### src/rtl/dht_proto_pkg.sv
// Shared DHT11 host-protocol definitions: command and reply codes, sequencer
// state encoding, and the reply-selection function used by the sequencer.
package dht_proto_pkg;

    // Host command codes
    localparam logic [7:0] CMD_STATUS = 8'hAC;
    localparam logic [7:0] CMD_TEMP   = 8'h01;
    localparam logic [7:0] CMD_HUM    = 8'h02;
    localparam logic [7:0] CMD_CONT_T = 8'h03;
    localparam logic [7:0] CMD_STOP_T = 8'h04;
    localparam logic [7:0] CMD_CONT_H = 8'h05;
    localparam logic [7:0] CMD_STOP_H = 8'h06;

    // Reply codes (first byte of every reply)
    localparam logic [7:0] RSP_STATUS_OK = 8'h07;
    localparam logic [7:0] RSP_HUM       = 8'h08;
    localparam logic [7:0] RSP_TEMP      = 8'h09;
    localparam logic [7:0] RSP_CONT_T    = 8'h0A;
    localparam logic [7:0] RSP_CONT_H    = 8'h0B;
    localparam logic [7:0] RSP_STOP      = 8'h0C;
    localparam logic [7:0] RSP_NO_DATA   = 8'h1F;
    localparam logic [7:0] RSP_UNKNOWN   = 8'hFF;

    // Sequencer state encoding
    localparam logic [2:0] ST_IDLE  = 3'd0;
    localparam logic [2:0] ST_BUILD = 3'd1;
    localparam logic [2:0] ST_START = 3'd2;
    localparam logic [2:0] ST_WAIT0 = 3'd3;
    localparam logic [2:0] ST_WAIT1 = 3'd4;

    typedef enum logic [1:0] {
        MODE_OFF  = 2'd0,
        MODE_TEMP = 2'd1,
        MODE_HUM  = 2'd2
    } contModeT;

    typedef struct packed {
        logic [7:0] humInt;
        logic [7:0] humDec;
        logic [7:0] tempInt;
        logic [7:0] tempDec;
        logic [7:0] checksum;
    } dhtFrameT;

    typedef struct packed {
        logic [7:0] byte0;
        logic [7:0] byte1;
    } replyT;

    // Maps a command to its two reply bytes given the latest snapshot.
    function automatic replyT replySelect(input logic [7:0] code,
                                          input logic [7:0] addr,
                                          input dhtFrameT   snapshot,
                                          input logic       snapOk);
        replyT    r;
        // decimal bytes and checksum play no part in any reply
        dhtFrameT unusedSnap;
        unusedSnap = snapshot;
        r.byte0 = RSP_UNKNOWN;
        r.byte1 = code;
        case (code)
            CMD_STATUS: begin
                r.byte0 = snapOk ? RSP_STATUS_OK : RSP_NO_DATA;
                r.byte1 = addr;
            end
            CMD_TEMP: begin
                r.byte0 = snapOk ? RSP_TEMP : RSP_NO_DATA;
                r.byte1 = snapOk ? snapshot.tempInt : 8'h00;
            end
            CMD_HUM: begin
                r.byte0 = snapOk ? RSP_HUM : RSP_NO_DATA;
                r.byte1 = snapOk ? snapshot.humInt : 8'h00;
            end
            CMD_CONT_T: begin
                r.byte0 = RSP_CONT_T;
                r.byte1 = 8'h00;
            end
            CMD_CONT_H: begin
                r.byte0 = RSP_CONT_H;
                r.byte1 = 8'h00;
            end
            CMD_STOP_T, CMD_STOP_H: begin
                r.byte0 = RSP_STOP;
                r.byte1 = 8'h00;
            end
            default: ;
        endcase
        return r;
    endfunction

endpackage

### src/rtl/dht_frame_checker.sv
// Holds the most recent DHT11 frame and whether its checksum matched.
module dht_frame_checker
    import dht_proto_pkg::*;
(
    input  logic        clock,
    input  logic        reset,
    input  logic        sensorValid,
    input  logic [39:0] sensorFrame,
    output dhtFrameT    snapFrame,
    output logic        snapOk
);

    // Byte sum of the four data bytes, modulo 256, against the checksum byte.
    function automatic logic checksumOk(input dhtFrameT f);
        logic [7:0] sum;
        sum = f.humInt + f.humDec + f.tempInt + f.tempDec;
        return sum == f.checksum;
    endfunction

    // Frame data is captured on every sensor pulse and carries no reset.
    always_ff @(posedge clock) begin
        if (sensorValid) snapFrame <= dhtFrameT'(sensorFrame);
    end

    // Validity flag stays low until the first frame arrives.
    always_ff @(posedge clock) begin
        if (reset)            snapOk <= 1'b0;
        else if (sensorValid) snapOk <= checksumOk(dhtFrameT'(sensorFrame));
    end

endmodule

### src/rtl/dht_tx_response_sequencer.sv
// Builds the two-byte reply for each host command (or periodic continuous
// reading), launches the downstream transmitter and waits for both bytes.
// CONT_PERIOD must be at least 2.
module dht_tx_response_sequencer
    import dht_proto_pkg::*;
#(
    parameter int CONT_PERIOD = 50_000_000,
    parameter int TX_TIMEOUT  = 200_000
) (
    input  logic        clock,
    input  logic        reset,
    input  logic        req_valid,
    input  logic [7:0]  req_code,
    input  logic [7:0]  req_addr,
    output logic        req_ready,
    input  logic        sensor_valid,
    input  logic [39:0] sensor_frame,
    output logic        tx_start,
    output logic [7:0]  tx_byte0,
    output logic [7:0]  tx_byte1,
    input  logic        tx_busy,
    input  logic        tx_done,
    output logic        cont_active,
    output logic        tx_error
);

    localparam logic [25:0] CONT_LAST    = 26'(CONT_PERIOD - 1);
    localparam logic [25:0] CONT_PRELAST = 26'(CONT_PERIOD - 2);
    localparam int          WD_W         = $clog2(TX_TIMEOUT + 1);
    localparam logic [WD_W-1:0] WD_LIMIT = WD_W'(TX_TIMEOUT);

    logic [2:0]      state;
    logic [WD_W-1:0] wdog;
    logic [25:0]     periodCnt;
    logic            contPend;
    contModeT        contMode;
    logic            doneLast;
    dhtFrameT        snapFrame;
    logic            snapOk;
    logic            accept, contFire, doneRise, wdogExpired;
    logic            isEnable, isDisable;
    replyT           reqReply, contReply;
    // the transmitter's busy flag is informational; progress is tracked on tx_done
    logic            unusedBusy;

    dht_frame_checker u_checker (
        .clock       (clock),
        .reset       (reset),
        .sensorValid (sensor_valid),
        .sensorFrame (sensor_frame),
        .snapFrame   (snapFrame),
        .snapOk      (snapOk)
    );

    assign unusedBusy  = tx_busy;
    assign req_ready   = (state == ST_IDLE);
    assign tx_start    = (state == ST_START);
    assign cont_active = (contMode != MODE_OFF);

    // Request arbitration (host wins over a pending periodic reply) and reply selection.
    always_comb begin
        accept      = req_valid && (state == ST_IDLE);
        contFire    = (state == ST_IDLE) && !req_valid && contPend;
        doneRise    = tx_done && !doneLast;
        wdogExpired = (wdog == WD_LIMIT);
        isEnable    = (req_code == CMD_CONT_T) || (req_code == CMD_CONT_H);
        isDisable   = (req_code == CMD_STOP_T) || (req_code == CMD_STOP_H);
        reqReply    = replySelect(req_code, req_addr, snapFrame, snapOk);
        contReply   = replySelect((contMode == MODE_HUM) ? CMD_HUM : CMD_TEMP,
                                  8'h00, snapFrame, snapOk);
    end

    // Previous tx_done level, so a long done pulse counts only once.
    always_ff @(posedge clock) begin
        if (reset) doneLast <= 1'b0;
        else       doneLast <= tx_done;
    end

    // Reply bytes are captured at acceptance and held until the next request.
    always_ff @(posedge clock) begin
        if (reset) begin
            tx_byte0 <= 8'h00;
            tx_byte1 <= 8'h00;
        end else if (accept) begin
            tx_byte0 <= reqReply.byte0;
            tx_byte1 <= reqReply.byte1;
        end else if (contFire) begin
            tx_byte0 <= contReply.byte0;
            tx_byte1 <= contReply.byte1;
        end
    end

    // Sequencer: build, launch, then count two done edges under a watchdog.
    always_ff @(posedge clock) begin
        if (reset) begin
            state    <= ST_IDLE;
            wdog     <= '0;
            tx_error <= 1'b0;
        end else begin
            tx_error <= 1'b0;
            case (state)
                ST_IDLE:  if (accept || contFire) state <= ST_BUILD;
                ST_BUILD: state <= ST_START;
                ST_START: begin
                    wdog  <= '0;
                    state <= ST_WAIT0;
                end
                ST_WAIT0, ST_WAIT1: begin
                    if (wdogExpired) begin
                        tx_error <= 1'b1;
                        state    <= ST_IDLE;
                    end else begin
                        wdog <= wdog + 1'b1;
                        if (doneRise) state <= (state == ST_WAIT0) ? ST_WAIT1 : ST_IDLE;
                    end
                end
                default: state <= ST_IDLE;
            endcase
        end
    end

    // Continuous mode: period counter parks at its last value while a reply
    // is still pending, so overlapping expirations collapse into one.
    always_ff @(posedge clock) begin
        if (reset) begin
            contMode  <= MODE_OFF;
            periodCnt <= '0;
            contPend  <= 1'b0;
        end else if (accept && isEnable) begin
            contMode  <= (req_code == CMD_CONT_H) ? MODE_HUM : MODE_TEMP;
            periodCnt <= '0;
            contPend  <= 1'b0;
        end else if ((accept && isDisable) || (contMode == MODE_OFF)) begin
            contMode  <= MODE_OFF;
            periodCnt <= '0;
            contPend  <= 1'b0;
        end else begin
            if (contFire) contPend <= 1'b0;
            if (periodCnt == CONT_LAST) begin
                if (!contPend || contFire) periodCnt <= '0;
            end else begin
                periodCnt <= periodCnt + 1'b1;
                if (periodCnt == CONT_PRELAST) contPend <= 1'b1;
            end
        end
    end

endmodule

### config.mk
export PLATFORM = sky130hd
export DESIGN_NAME = dht_tx_response_sequencer
export DESIGN_NICKNAME = d
export VERILOG_FILES = /design/src/rtl/dht_proto_pkg.sv /design/src/rtl/dht_frame_checker.sv /design/src/rtl/dht_tx_response_sequencer.sv
export SDC_FILE = /design/constraint.sdc
export NUM_CORES = 1
export LEC_CHECK = 0
export BUFFER_PORTS_ARGS = -buffer_cell sky130_fd_sc_hd__buf_4
export CORE_MARGIN = 2
export CORE_UTILIZATION = 58
export CTS_CLUSTER_DIAMETER = 100
export CTS_CLUSTER_SIZE = 24
export DETAILED_ROUTE_END_ITERATION = 10
export GPL_ROUTABILITY_DRIVEN = 0
export PLACE_DENSITY = 0.81
export SYNTH_ARGS = -nofsm -noshare
export SYNTH_HDL_FRONTEND = slang
export SYNTH_HIERARCHICAL = 1
export SYNTH_SLANG_ARGS = --single-unit
export TNS_END_PERCENT = 30
### constraint.sdc
create_clock -name clock -period 4.9 [get_ports clock]
set_clock_uncertainty 0.1 [all_clocks]
set_input_delay 1.225 -clock clock [delete_from_list [all_inputs] [get_ports clock]]
set_output_delay 1.225 -clock clock [all_outputs]
set_load 0.005 [all_outputs]
## After elaboration in Yosys (flattened, before gate mapping)

Index checks and enable logic that the tools add are counted.

- Register bits after elaboration: 85
- Output and inout port bits: 20

- Mux-type cells: 28
- $add $sub $neg: 5
- Equality and inequality tests: 27
- Bitwise logic cells: 1
- Reduce and logical (&&, ||, !) cells: 27

Operator list:

| kind | number |
|---|---|
| $pmux W16 S6 | 2 |
| $eq A26 B26 Y1 const B | 2 |
| $mux W26 | 2 |
| $mux W8 | 6 |
| $pmux W18 S2 | 1 |
| $add A26 B1 Y26 const B | 1 |
| $add A8 B8 Y8 | 3 |
| $eq A8 B3 Y1 const B | 3 |
| $add A18 B1 Y18 const B | 1 |
| $eq A18 B18 Y1 const B | 1 |
| $mux W18 | 1 |
| $eq A8 B2 Y1 const B | 2 |
| $mux W5 | 3 |
| $mux W3 | 4 |
| $pmux W3 S4 | 1 |
| $eq A2 B3 Y1 const B | 3 |
| $eq A2 B8 Y1 const B | 1 |
| $eq A8 B1 Y1 const B | 1 |
| $eq A8 B8 Y1 | 1 |
| $eq A8 B8 Y1 const B | 1 |
| $mux W2 | 4 |
| $reduce_bool A2 Y1 | 4 |
| $reduce_or A2 Y1 | 4 |
| $eq A2 B2 Y1 const B | 3 |
| 16 further kinds | 33 |

## Longest topological paths before layout

Gate-level depths: netlist of run 1.

- Depth in word-level cells: 7
- Depth in mapped cells: 11
- Gate-level depth less buffers: 11

## Hierarchy

Netlist of run 1, hierarchy kept.

By module, submodules not included:

| module | cells an instance | area an instance (um^2) | instances |
|---|---|---|---|
| dht_tx_response_sequencer | 447 | 3708.6 | 1 |
| dht_frame_checker | 107 | 1888.1 | 1 |

## Least setup slack after synthesis of run 1

No wires, ideal clock.

- Path kind: input to register
- Start point: input sensor_frame[9]
- End point: register u_checker.snapOk
- Path slack: 1.091 ns
- Buffers on the path: 0
- Arrival: 3.591 ns
- Required time: 4.682 ns
- Setup time: 0.118 ns
- Stages: 11
- Cell sequence: fa_1 > inv_1 > fa_1 > inv_1 > ha_1 > fa_1 > a21o_1 > a21oi_1 > o21ai_1 > xnor2_1 > o21ai_1

- Cells in the longest elaborated chain, start to end: 2

Ends and longest elaborated chain:

| element | line | RTL |
|---|---|---|
| start, declared | dht_tx_response_sequencer.sv:17 | `input logic [39:0] sensor_frame,` |
| $add A8 B8 Y8 | dht_frame_checker.sv:16 | `sum = f.humInt + f.humDec + f.tempInt + f.tempDec;` |
| $eq A8 B8 Y1 | dht_frame_checker.sv:17 | `return sum == f.checksum;` |
| end signal, assigned | dht_frame_checker.sv:28 | `else if (sensorValid) snapOk <= checksumOk(dhtFrameT'(sensorFrame));` |
| end, declared | dht_frame_checker.sv:10 | `output logic snapOk` |

No other way between the ends.
A chain may end at the register's enable or synchronous reset.

## Final worst setup path of run 1

Same ends and word-level chain as after synthesis.

==> results of run 1 <==
-- tightest hold or removal path, stage by stage, from the launching register on --
cell and delay [ns]:
dfxtp_1 0.33, nand3_1 0.06, a21oi_1 0.05
-- flip-flops by register name (all words and copies together) (netlist names) --
signal               flops
doneLast                 1
contMode                 2
tx_byte0                 6
wdog                    18
u_checker/snapOk         1
tx_byte1                 8
u_checker/snapFrame     16
tx_error                 1
state                    3
contPend                 1
periodCnt               26
-- final timing paths --
path / to / slack (ns) / cells after the start
hold / removal: periodCnt[23]$_SDFFE_PP0P_ / 0.38 / 2
setup / recovery: u_checker/snapOk$_SDFFE_PP0P_ / 1.17 / 11
hold reg to reg: periodCnt[23]$_SDFFE_PP0P_ / 0.38 / 2
setup reg to reg: contMode[0]$_SDFFE_PP0P_ / 2.17 / 5
-- through the flow --
stage          total power [W]  hold WS (ns)  setup WS [ns]  cell area [µm²]  utilization (%)
2_1_floorplan        0.0009762        0.3465          1.091             4876                -
3_3_place_gp          0.001082        0.3611         0.8776             5492            67.17
3_5_place_dp          0.001097        0.3738         0.7974             5492            67.17
4_1_cts               0.001647        0.3848          1.180             5717            69.93
5_1_grt               0.001711        0.4135          1.098             5717            69.93
6_report              0.001640        0.3849          1.171             5717            69.93
-- layer usage --
layer / global-route usage (%) / share of wire, %
met5: 0 / 0
met4: 10.60 / 2.3
met3: 5.560 / 6.5
met2: 45.22 / 50
met1: 32.85 / 41
-- power groups by stage --
stage	logic, W	registers (W)	clock network [W]
after floorplan	0.000226	0.000750	0
after global placement	0.000328	0.000754	0
after global routing	0.000376	0.000743	0.000592
final	0.000343	0.000740	0.000558
after detailed placement	0.000342	0.000755	0
after CTS	0.000343	0.000740	0.000564
-- final cells by class --
type | instances | area, µm² | share of cell area [%]
Multi-Input combinational cell | 401 | 2848 | 49.81
Tap cell | 105 | 131.4 | 2.298
Timing Repair Buffer | 80 | 600.6 | 10.51
Sequential cell | 83 | 1822 | 31.87
Clock buffer | 10 | 137.6 | 2.408
Clock inverter | 6 | 87.58 | 1.532
Inverter | 24 | 90.09 | 1.576
==> impl_metrics.env, run 1 <==
export IMPL_grt_pass1_wl_mm=18.84
export IMPL_overflow=0
export IMPL_clock_sinks=83
export IMPL_yosys_warnings=6
export IMPL_post_drt_wl_per_cell_um=16.30
export IMPL_cp_top_family="adder cells"
export IMPL_layout_common_cells="buf_4 (80), dfxtp_1 (67), nor2_1 (43)"
export IMPL_post_cts_resized=0
export IMPL_fin_tns_setup_ns=0
export IMPL_clk_path_buf_depth=2
export IMPL_switchingPower_w=0.0004450
export IMPL_hold_start="periodCnt[23]$_SDFFE_PP0P_"
export IMPL_cp_data_required_time_ns=5.10
export IMPL_grt_max_degree=28
export IMPL_diodes=0
export IMPL_cpMostUsedCell="fa_1"
export IMPL_nets=686
export IMPL_clkPwrFrac_pct=34.0
export IMPL_max_freq_mhz=268.2
export IMPL_core_um2=8175
export IMPL_cp_start_kind="input pin"
export IMPL_ant_nets=0
export IMPL_via_per_inst=6.107
export IMPL_crit_buf_inv=3
export IMPL_die_w_um=95.69
export IMPL_cts_root_buf="clkbuf_8"
export IMPL_dieArea_um2=9157
export IMPL_detailedPlacementHpwl_mm=8.643
export IMPL_seqPwrFrac_pct=45.1
export IMPL_cp_end_kind="register"
export IMPL_status="complete, no violations"
export IMPL_crit_type="in -> reg"
export IMPL_clock_tree_htree_level_count=3
export IMPL_avgSynthCellArea_um2=9.200
export IMPL_grt_pass1_vias=4066
export IMPL_synthToLayoutAreaGrowth_pct=17.24
export IMPL_cts_inserted_buffers=9
export IMPL_clk_pin_slew_ns=0.09
export IMPL_fillerInstances=654
export IMPL_syn_inst=530
export IMPL_drive_gt1_share_pct=20.20
export IMPL_vias=4330
export IMPL_maxSlewHeadroom_pct=48.90
export IMPL_rr_startpoint="state[0]$_SDFFE_PP0P_"
export IMPL_port_buffers=80
export IMPL_drc_errors=0
export IMPL_pwr_share_comb_pct=20.9
export IMPL_rsz0062_at_grt="no"
export IMPL_leakage_nw=2.162
export IMPL_syn_nets=617
export IMPL_fp_dieH_um=95.69
export IMPL_p_per_area_nw_per_um2=286.9
export IMPL_ir_drop_mv=0.1535
export IMPL_initial_core_util_pct=59.64
export IMPL_setup_viol=0
export IMPL_placedCellCount=693
export IMPL_grtUsageTotal_pct=26.54
export IMPL_fin_cells=709
export IMPL_worst_pin_slew_ns=0.7606
export IMPL_path_max_fanout=2
export IMPL_sw_frac_of_total_pct=27.13
export IMPL_post_cts_buffers=0
export IMPL_grt_antenna_before_repair=0
export IMPL_startpoint="sensor_frame[9]"
export IMPL_slew_violations=0
export IMPL_syn_area_um2=4876
export IMPL_worst_path_max_delay_cell="fa_1"
export IMPL_p_int_w=0.001195
export IMPL_finalCritPeriodShare_pct=76.10
export IMPL_cts_tree="done"
export IMPL_mostFrequentLayoutCell="buf_4"
export IMPL_worstHoldPathType="reg -> reg"
export IMPL_holdBufCountCts=0
export IMPL_hold_viol=0
export IMPL_max_stage_delay_ns=0.53
export IMPL_worstPathArrival_ns=3.93
export IMPL_clk_latency_ns=0.37
export IMPL_path_cells="buf_4 -> fa_1 -> inv_1 -> fa_1 -> inv_1 -> ha_1 -> fa_1 -> xor2_1 -> nor4_1 -> nand4_1 -> o21ai_1"
export IMPL_max_cap_violations=0
export IMPL_dr_pass1_iters=5
export IMPL_rows=33
export IMPL_drtIter0Drc=175
export IMPL_wirelength_mm=11.56
export IMPL_period_minus_slack_ns=3.729
export IMPL_ios=82
Power figures use the tool's default switching activity.
==> run 2, diff against run 1 <==
==> constraint.sdc (replaced) <==
create_clock -name clock -period 3.6 [get_ports clock]
set_clock_uncertainty 0.1 [all_clocks]
set_input_delay 0.9 -clock clock [delete_from_list [all_inputs] [get_ports clock]]
set_output_delay 0.9 -clock clock [all_outputs]
set_load 0.005 [all_outputs]
==> run 2 against run 1 <==
  * Count of clock-buffer cells in the layout grew 2
  * Register-to-register slack worse by 1.2 ns
  * Cell area rose by 0.63%
  * Final cell count up 0.56%
  * Global-route usage grew 0.071 points
  * Highest routed layer unchanged
  * Clock power is 34% higher
  * Die area unchanged
  * Setup slack lost 0.95 ns
  * Non-clock buffer count is 4 higher
  * Utilization grew 0.44 points
  * Via count is 0.28% higher
==> impl_metrics.env, run 2 (synthesis gave the netlist of run 1 again) <==
export IMPL_fp_dieH_um=95.69
export IMPL_cts_tree="done"
export IMPL_seqPwrFrac_pct=45.0
export IMPL_worstHoldPathType="reg -> reg"
export IMPL_cpMostUsedCell="fa_1"
export IMPL_port_buffers=80
export IMPL_drtIter0Drc=223
export IMPL_post_drt_wl_per_cell_um=16.38
export IMPL_synthToLayoutAreaGrowth_pct=17.99
export IMPL_ir_drop_mv=0.2650
export IMPL_switchingPower_w=0.0006124
export IMPL_cts_inserted_buffers=9
export IMPL_drc_errors=0
export IMPL_cp_data_required_time_ns=3.78
export IMPL_detailedPlacementHpwl_mm=8.786
export IMPL_clkPwrFrac_pct=33.5
export IMPL_pwr_share_comb_pct=21.4
export IMPL_crit_type="in -> reg"
export IMPL_placedCellCount=697
export IMPL_rsz0062_at_grt="no"
export IMPL_status="complete, no violations"
export IMPL_clk_path_buf_depth=2
export IMPL_hold_viol=0
export IMPL_nets=690
export IMPL_rows=33
export IMPL_drive_gt1_share_pct=20.72
export IMPL_grt_pass1_vias=4122
export IMPL_slew_violations=0
export IMPL_holdBufCountCts=0
export IMPL_sw_frac_of_total_pct=27.37
export IMPL_ios=82
export IMPL_setup_viol=0
export IMPL_clock_tree_htree_level_count=3
export IMPL_path_cells="buf_4 -> fa_1 -> inv_1 -> fa_1 -> inv_1 -> ha_1 -> fa_1 -> xor2_1 -> nor4_1 -> nand4_1 -> o21ai_1"
export IMPL_finalCritPeriodShare_pct=93.94
export IMPL_p_int_w=0.001625
export IMPL_overflow=0
export IMPL_wirelength_mm=11.68
export IMPL_worstPathArrival_ns=3.56
export IMPL_clock_sinks=83
export IMPL_reg_largest_list="periodCnt: 26 flops, wdog: 18 flops, u_checker/snapFrame: 16 flops"
export IMPL_max_freq_mhz=295.7
export IMPL_path_max_fanout=2
export IMPL_worst_pin_slew_ns=0.6875
export IMPL_largest_register_ff_count=26
export IMPL_dr_pass1_iters=5
export IMPL_layout_common_cells="buf_4 (84), dfxtp_1 (67), nor2_1 (43)"
export IMPL_post_cts_resized=0
export IMPL_cp_start_kind="input pin"
export IMPL_cp_end_kind="register"
export IMPL_mostFrequentLayoutCell="buf_4"
export IMPL_clk_pin_slew_ns=0.09
export IMPL_vias=4342
export IMPL_cts_root_buf="clkbuf_8"
export IMPL_p_per_area_nw_per_um2=388.9
export IMPL_worst_path_max_delay_cell="fa_1"
export IMPL_fin_cells=713
export IMPL_die_w_um=95.69
export IMPL_grt_antenna_before_repair=0
export IMPL_initial_core_util_pct=59.64
export IMPL_clk_latency_ns=0.36
export IMPL_largest_register="periodCnt"
export IMPL_grt_pass1_wl_mm=19.04
export IMPL_grtUsageTotal_pct=26.61
export IMPL_dieArea_um2=9157
export IMPL_ant_nets=0
export IMPL_diodes=0
export IMPL_max_stage_delay_ns=0.52
export IMPL_leakage_nw=2.183
export IMPL_post_cts_buffers=0
export IMPL_max_cap_violations=0
export IMPL_grt_max_degree=28
export IMPL_maxSlewHeadroom_pct=53.96
export IMPL_hold_slack_ns=0.3892
export IMPL_period_minus_slack_ns=3.382
export IMPL_core_um2=8175
export IMPL_via_per_inst=6.090
run 2: path summary, 6_finish.rpt:
path	start	end	slack [ns]	cells past startpoint
worst min-delay path	periodCnt[25]$_SDFFE_PP0P_	periodCnt[25]$_SDFFE_PP0P_	0.39	2
worst max register to register	state[0]$_SDFFE_PP0P_	tx_byte1[5]$_SDFFE_PP0P_	1.01	6
worst min register to register	periodCnt[25]$_SDFFE_PP0P_	periodCnt[25]$_SDFFE_PP0P_	0.39	2
worst max-delay path	sensor_frame[9]	u_checker/snapOk$_SDFFE_PP0P_	0.22	11
run 2: worst max-delay path: cells and delay by family:
kind | cells | cell delay (ns)
XOR/XNOR | 1 | 0.17
adder cells (fa/ha/maj) | 4 | 1.68
AO/OA/AOI/OAI | 1 | 0.13
buffers and inverters | 3 | 0.22
AND/OR/NAND/NOR | 2 | 0.45
run 2: metrics by stage:
step	TNS, ns	utilization [%]	instance area (µm²)	power (W)	setup WS (ns)
3_3_place_gp	-0.06806	67.54	5522	0.001478	-0.06806
2_1_floorplan	0	-	4876	0.001329	0.1155
6_report	0	70.37	5753	0.002237	0.2183
3_5_place_dp	-0.1419	67.54	5522	0.001506	-0.1419
4_1_cts	0	70.37	5753	0.002243	0.2199
5_1_grt	0	70.37	5753	0.002334	0.09626
run 2: metal layers:
| metal | GRT usage [%] | vias up | part of all wire, % |
|---|---|---|---|
| li1 | - | 2079 | - |
| met1 | 33.22 | 2065 | 42 |
| met2 | 46.62 | 176 | 50 |
| met3 | 4.464 | 22 | 6.3 |
| met4 | 9.048 | 0 | 1.8 |
| met5 | 0 | - | 0 |
run 2: power groups by stage:
stage                     Combinational, W  Clock (W)  Sequential, W
after floorplan                   0.000307          0        0.00102
after global placement            0.000452          0        0.00103
after detailed placement          0.000477          0        0.00103
after CTS                         0.000478   0.000758        0.00101
after global routing              0.000526   0.000796        0.00101
final                             0.000479   0.000750        0.00101
run 2: layout make-up:
cell class | instances | area, µm²
Timing Repair Buffer | 84 | 630.6
Clock inverter | 4 | 55.05
Fill cell | 656 | 2422
Multi-Input combinational cell | 401 | 2848
Sequential cell | 83 | 1822
Inverter | 24 | 90.09
Tap cell | 105 | 131.4
Clock buffer | 12 | 176.4
==> run 3, diff against run 2 <==
--- a/config.mk
+++ b/config.mk
@@ -5,7 +5,7 @@
 export SDC_FILE = /design/constraint.sdc
 export NUM_CORES = 1
 export LEC_CHECK = 0
-export BUFFER_PORTS_ARGS = -buffer_cell sky130_fd_sc_hd__buf_4
+export BUFFER_PORTS_ARGS = -buffer_cell sky130_fd_sc_hd__buf_2
 export CORE_MARGIN = 2
 export CORE_UTILIZATION = 58
 export CTS_CLUSTER_DIAMETER = 100
==> constraint.sdc (replaced) <==
create_clock -name clock -period 3.8 [get_ports clock]
set_clock_uncertainty 0.1 [all_clocks]
set_input_delay 0.95 -clock clock [delete_from_list [all_inputs] [get_ports clock]]
set_output_delay 0.95 -clock clock [all_outputs]
set_load 0.005 [all_outputs]
==> run 3 against run 2 <==
  * Routed wire length down 2.9%
  * Sequential cell count unchanged
  * Die area unchanged
  * Combinational power down 14%
  * Non-clock buffer count down 3
  * Final cell count down 0.42%
  * Hold slack worse by 0.010 ns
  * Sequential power down 6%
  * Global-route usage down 0.34 points
  * First-iteration DRC count up 13%
  * Critical path type unchanged
  * Largest cell class unchanged
==> impl_metrics.env, run 3 (synthesis gave the netlist of run 1 again) <==
export IMPL_cts_tree="done"
export IMPL_rows=33
export IMPL_clock_tree_htree_level_count=3
export IMPL_post_drt_wl_per_cell_um=15.97
export IMPL_fp_dieH_um=95.69
export IMPL_mostFrequentLayoutCell="buf_2"
export IMPL_p_per_area_nw_per_um2=385.3
export IMPL_total_power_w=0.002137
export IMPL_holdBufCountCts=0
export IMPL_worstPathArrival_ns=3.60
export IMPL_dieArea_um2=9157
export IMPL_initial_core_util_pct=59.64
export IMPL_reg_largest_list="periodCnt: 26 flops, wdog: 18 flops, u_checker/snapFrame: 16 flops"
export IMPL_detailedPlacementHpwl_mm=8.419
export IMPL_cp_data_required_time_ns=3.94
export IMPL_port_buffers=80
export IMPL_post_cts_buffers=0
export IMPL_cpMostUsedCell="fa_1"
export IMPL_r2r_cells=6
export IMPL_worst_pin_slew_ns=0.7002
export IMPL_clk_path_buf_depth=2
export IMPL_drc_errors=0
export IMPL_path_max_fanout=2
export IMPL_via_per_inst=6.069
export IMPL_worst_path_max_delay_cell="fa_1"
export IMPL_holdPathStages=2
export IMPL_crit_buf_inv=3
export IMPL_die_w_um=95.69
export IMPL_min_to="periodCnt[25]$_SDFFE_PP0P_"
export IMPL_status="complete, no violations"
export IMPL_cts_inserted_buffers=9
export IMPL_finalCritPeriodShare_pct=91.07
export IMPL_max_cap_violations=0
export IMPL_setup_viol=0
export IMPL_diodes=0
export IMPL_grt_pass1_vias=4087
export IMPL_grtUsageTotal_pct=26.27
export IMPL_largest_register="periodCnt"
export IMPL_fin_tns_setup_ns=0
export IMPL_cp_end_kind="register"
export IMPL_worst_slack_ns=0.3392
export IMPL_clock_sinks=83
export IMPL_nets=687
export IMPL_ant_nets=0
export IMPL_grt_pass1_wl_mm=18.77
export IMPL_path_cells="buf_2 -> fa_1 -> inv_1 -> fa_1 -> inv_1 -> ha_1 -> fa_1 -> a21o_1 -> a21oi_1 -> o21ai_1 -> xnor2_1 -> o21ai_1"
export IMPL_core_um2=8175
export IMPL_max_freq_mhz=288.9
export IMPL_cp_start_kind="input pin"
export IMPL_post_cts_resized=0
export IMPL_r2r_end="tx_byte1[2]$_SDFFE_PP0P_"
export IMPL_rr_startpoint="state[0]$_SDFFE_PP0P_"
export IMPL_grt_max_degree=28
export IMPL_worst_r2r_setup_slack_ns=1.22
export IMPL_crit_type="in -> reg"
export IMPL_cts_root_buf="clkbuf_8"
export IMPL_hold_start="periodCnt[25]$_SDFFE_PP0P_"
export IMPL_largest_register_ff_count=26
export IMPL_dr_pass1_iters=5
export IMPL_dp_slack_ns=0.01181
export IMPL_clk_latency_ns=0.36
export IMPL_drive_gt1_share_pct=20.00
export IMPL_worstHoldPathType="reg -> reg"
export IMPL_grt_antenna_before_repair=0
export IMPL_ios=82
export IMPL_ir_drop_mv=0.2447
export IMPL_cp_top_family="adder cells"
export IMPL_max_stage_delay_ns=0.53
export IMPL_vias=4309
export IMPL_maxSlewHeadroom_pct=52.96
export IMPL_hold_viol=0
export IMPL_leakage_nw=2.121
export IMPL_wirelength_mm=11.34
export IMPL_overflow=0
export IMPL_slew_violations=0
export IMPL_rsz0062_at_grt="no"
export IMPL_clk_pin_slew_ns=0.08
export IMPL_period_minus_slack_ns=3.461
export IMPL_layout_common_cells="buf_2 (80), dfxtp_1 (67), nor2_1 (43)"
export IMPL_synthToLayoutAreaGrowth_pct=13.73
export IMPL_drtIter0Drc=252
-- run 3: cell count changes in the layout (fill, tap and decap cells not counted), sizes merged --
cell      change
clkinvlp      -1
buf           -3
bufinv        +1
clkinv        -1
clkbuf        +1
-- run 3: layer usage --
metal	part of all wire, %	up-vias	GRT usage, %
met5	0	-	0
met4	2.3	0	10.71
met3	6.8	28	5.325
met2	48	186	44.58
met1	42	2020	32.70
li1	-	2075	-
-- run 3: stage by stage --
stage | util (%) | cells | instance area [µm²] | hold slack (ns)
after global placement | 64.81 | 694 | 5299 | 0.3621
after CTS | 67.83 | 710 | 5545 | 0.3858
after floorplan | - | 530 | 4876 | 0.3465
final | 67.83 | 710 | 5545 | 0.3791
after global routing | 67.83 | 710 | 5545 | 0.4208
after detailed placement | 64.81 | 694 | 5299 | 0.3746
-- run 3: area by class of cell --
cell class              count  area, µm²
flip-flops and latches     83       1822
well taps                 105      131.4
clock inverters             3      65.06
fillers                   659       2630
inverters                  24      90.09
multi-input cells         401       2848
repair buffers             81      407.9
clock buffers              13      181.4
-- run 3: worst max path at each step --
stage                     depth (start not counted)            start                             to  slack [ns]
final                                            12  sensor_frame[9]  u_checker/snapOk$_SDFFE_PP0P_        0.34
after global placement                           12  sensor_frame[9]  u_checker/snapOk$_SDFFE_PP0P_        0.07
after detailed placement                         12  sensor_frame[9]  u_checker/snapOk$_SDFFE_PP0P_        0.01
after floorplan                                  11  sensor_frame[9]  u_checker/snapOk$_SDFFE_PP0P_        0.27
after global routing                             11  sensor_frame[9]  u_checker/snapOk$_SDFFE_PP0P_        0.26
after CTS                                        12  sensor_frame[9]  u_checker/snapOk$_SDFFE_PP0P_        0.38
-- run 3: worst register-to-register path, cell delays in order, from the launching register on --
cell      delay (ns)
dfxtp_1         0.37
or3_1           0.43
inv_2           0.12
and2_1          0.55
nand2b_1        0.37
nor3_2          0.36
a221o_1         0.22
-- run 3: power breakdown --
| part | switching (W) | total, W | internal (W) |
|---|---|---|---|
| combinational | 0.000219 | 0.000414 | 0.000196 |
| sequential | 0.0000235 | 0.000953 | 0.000930 |
| clock | 0.000319 | 0.000769 | 0.000450 |
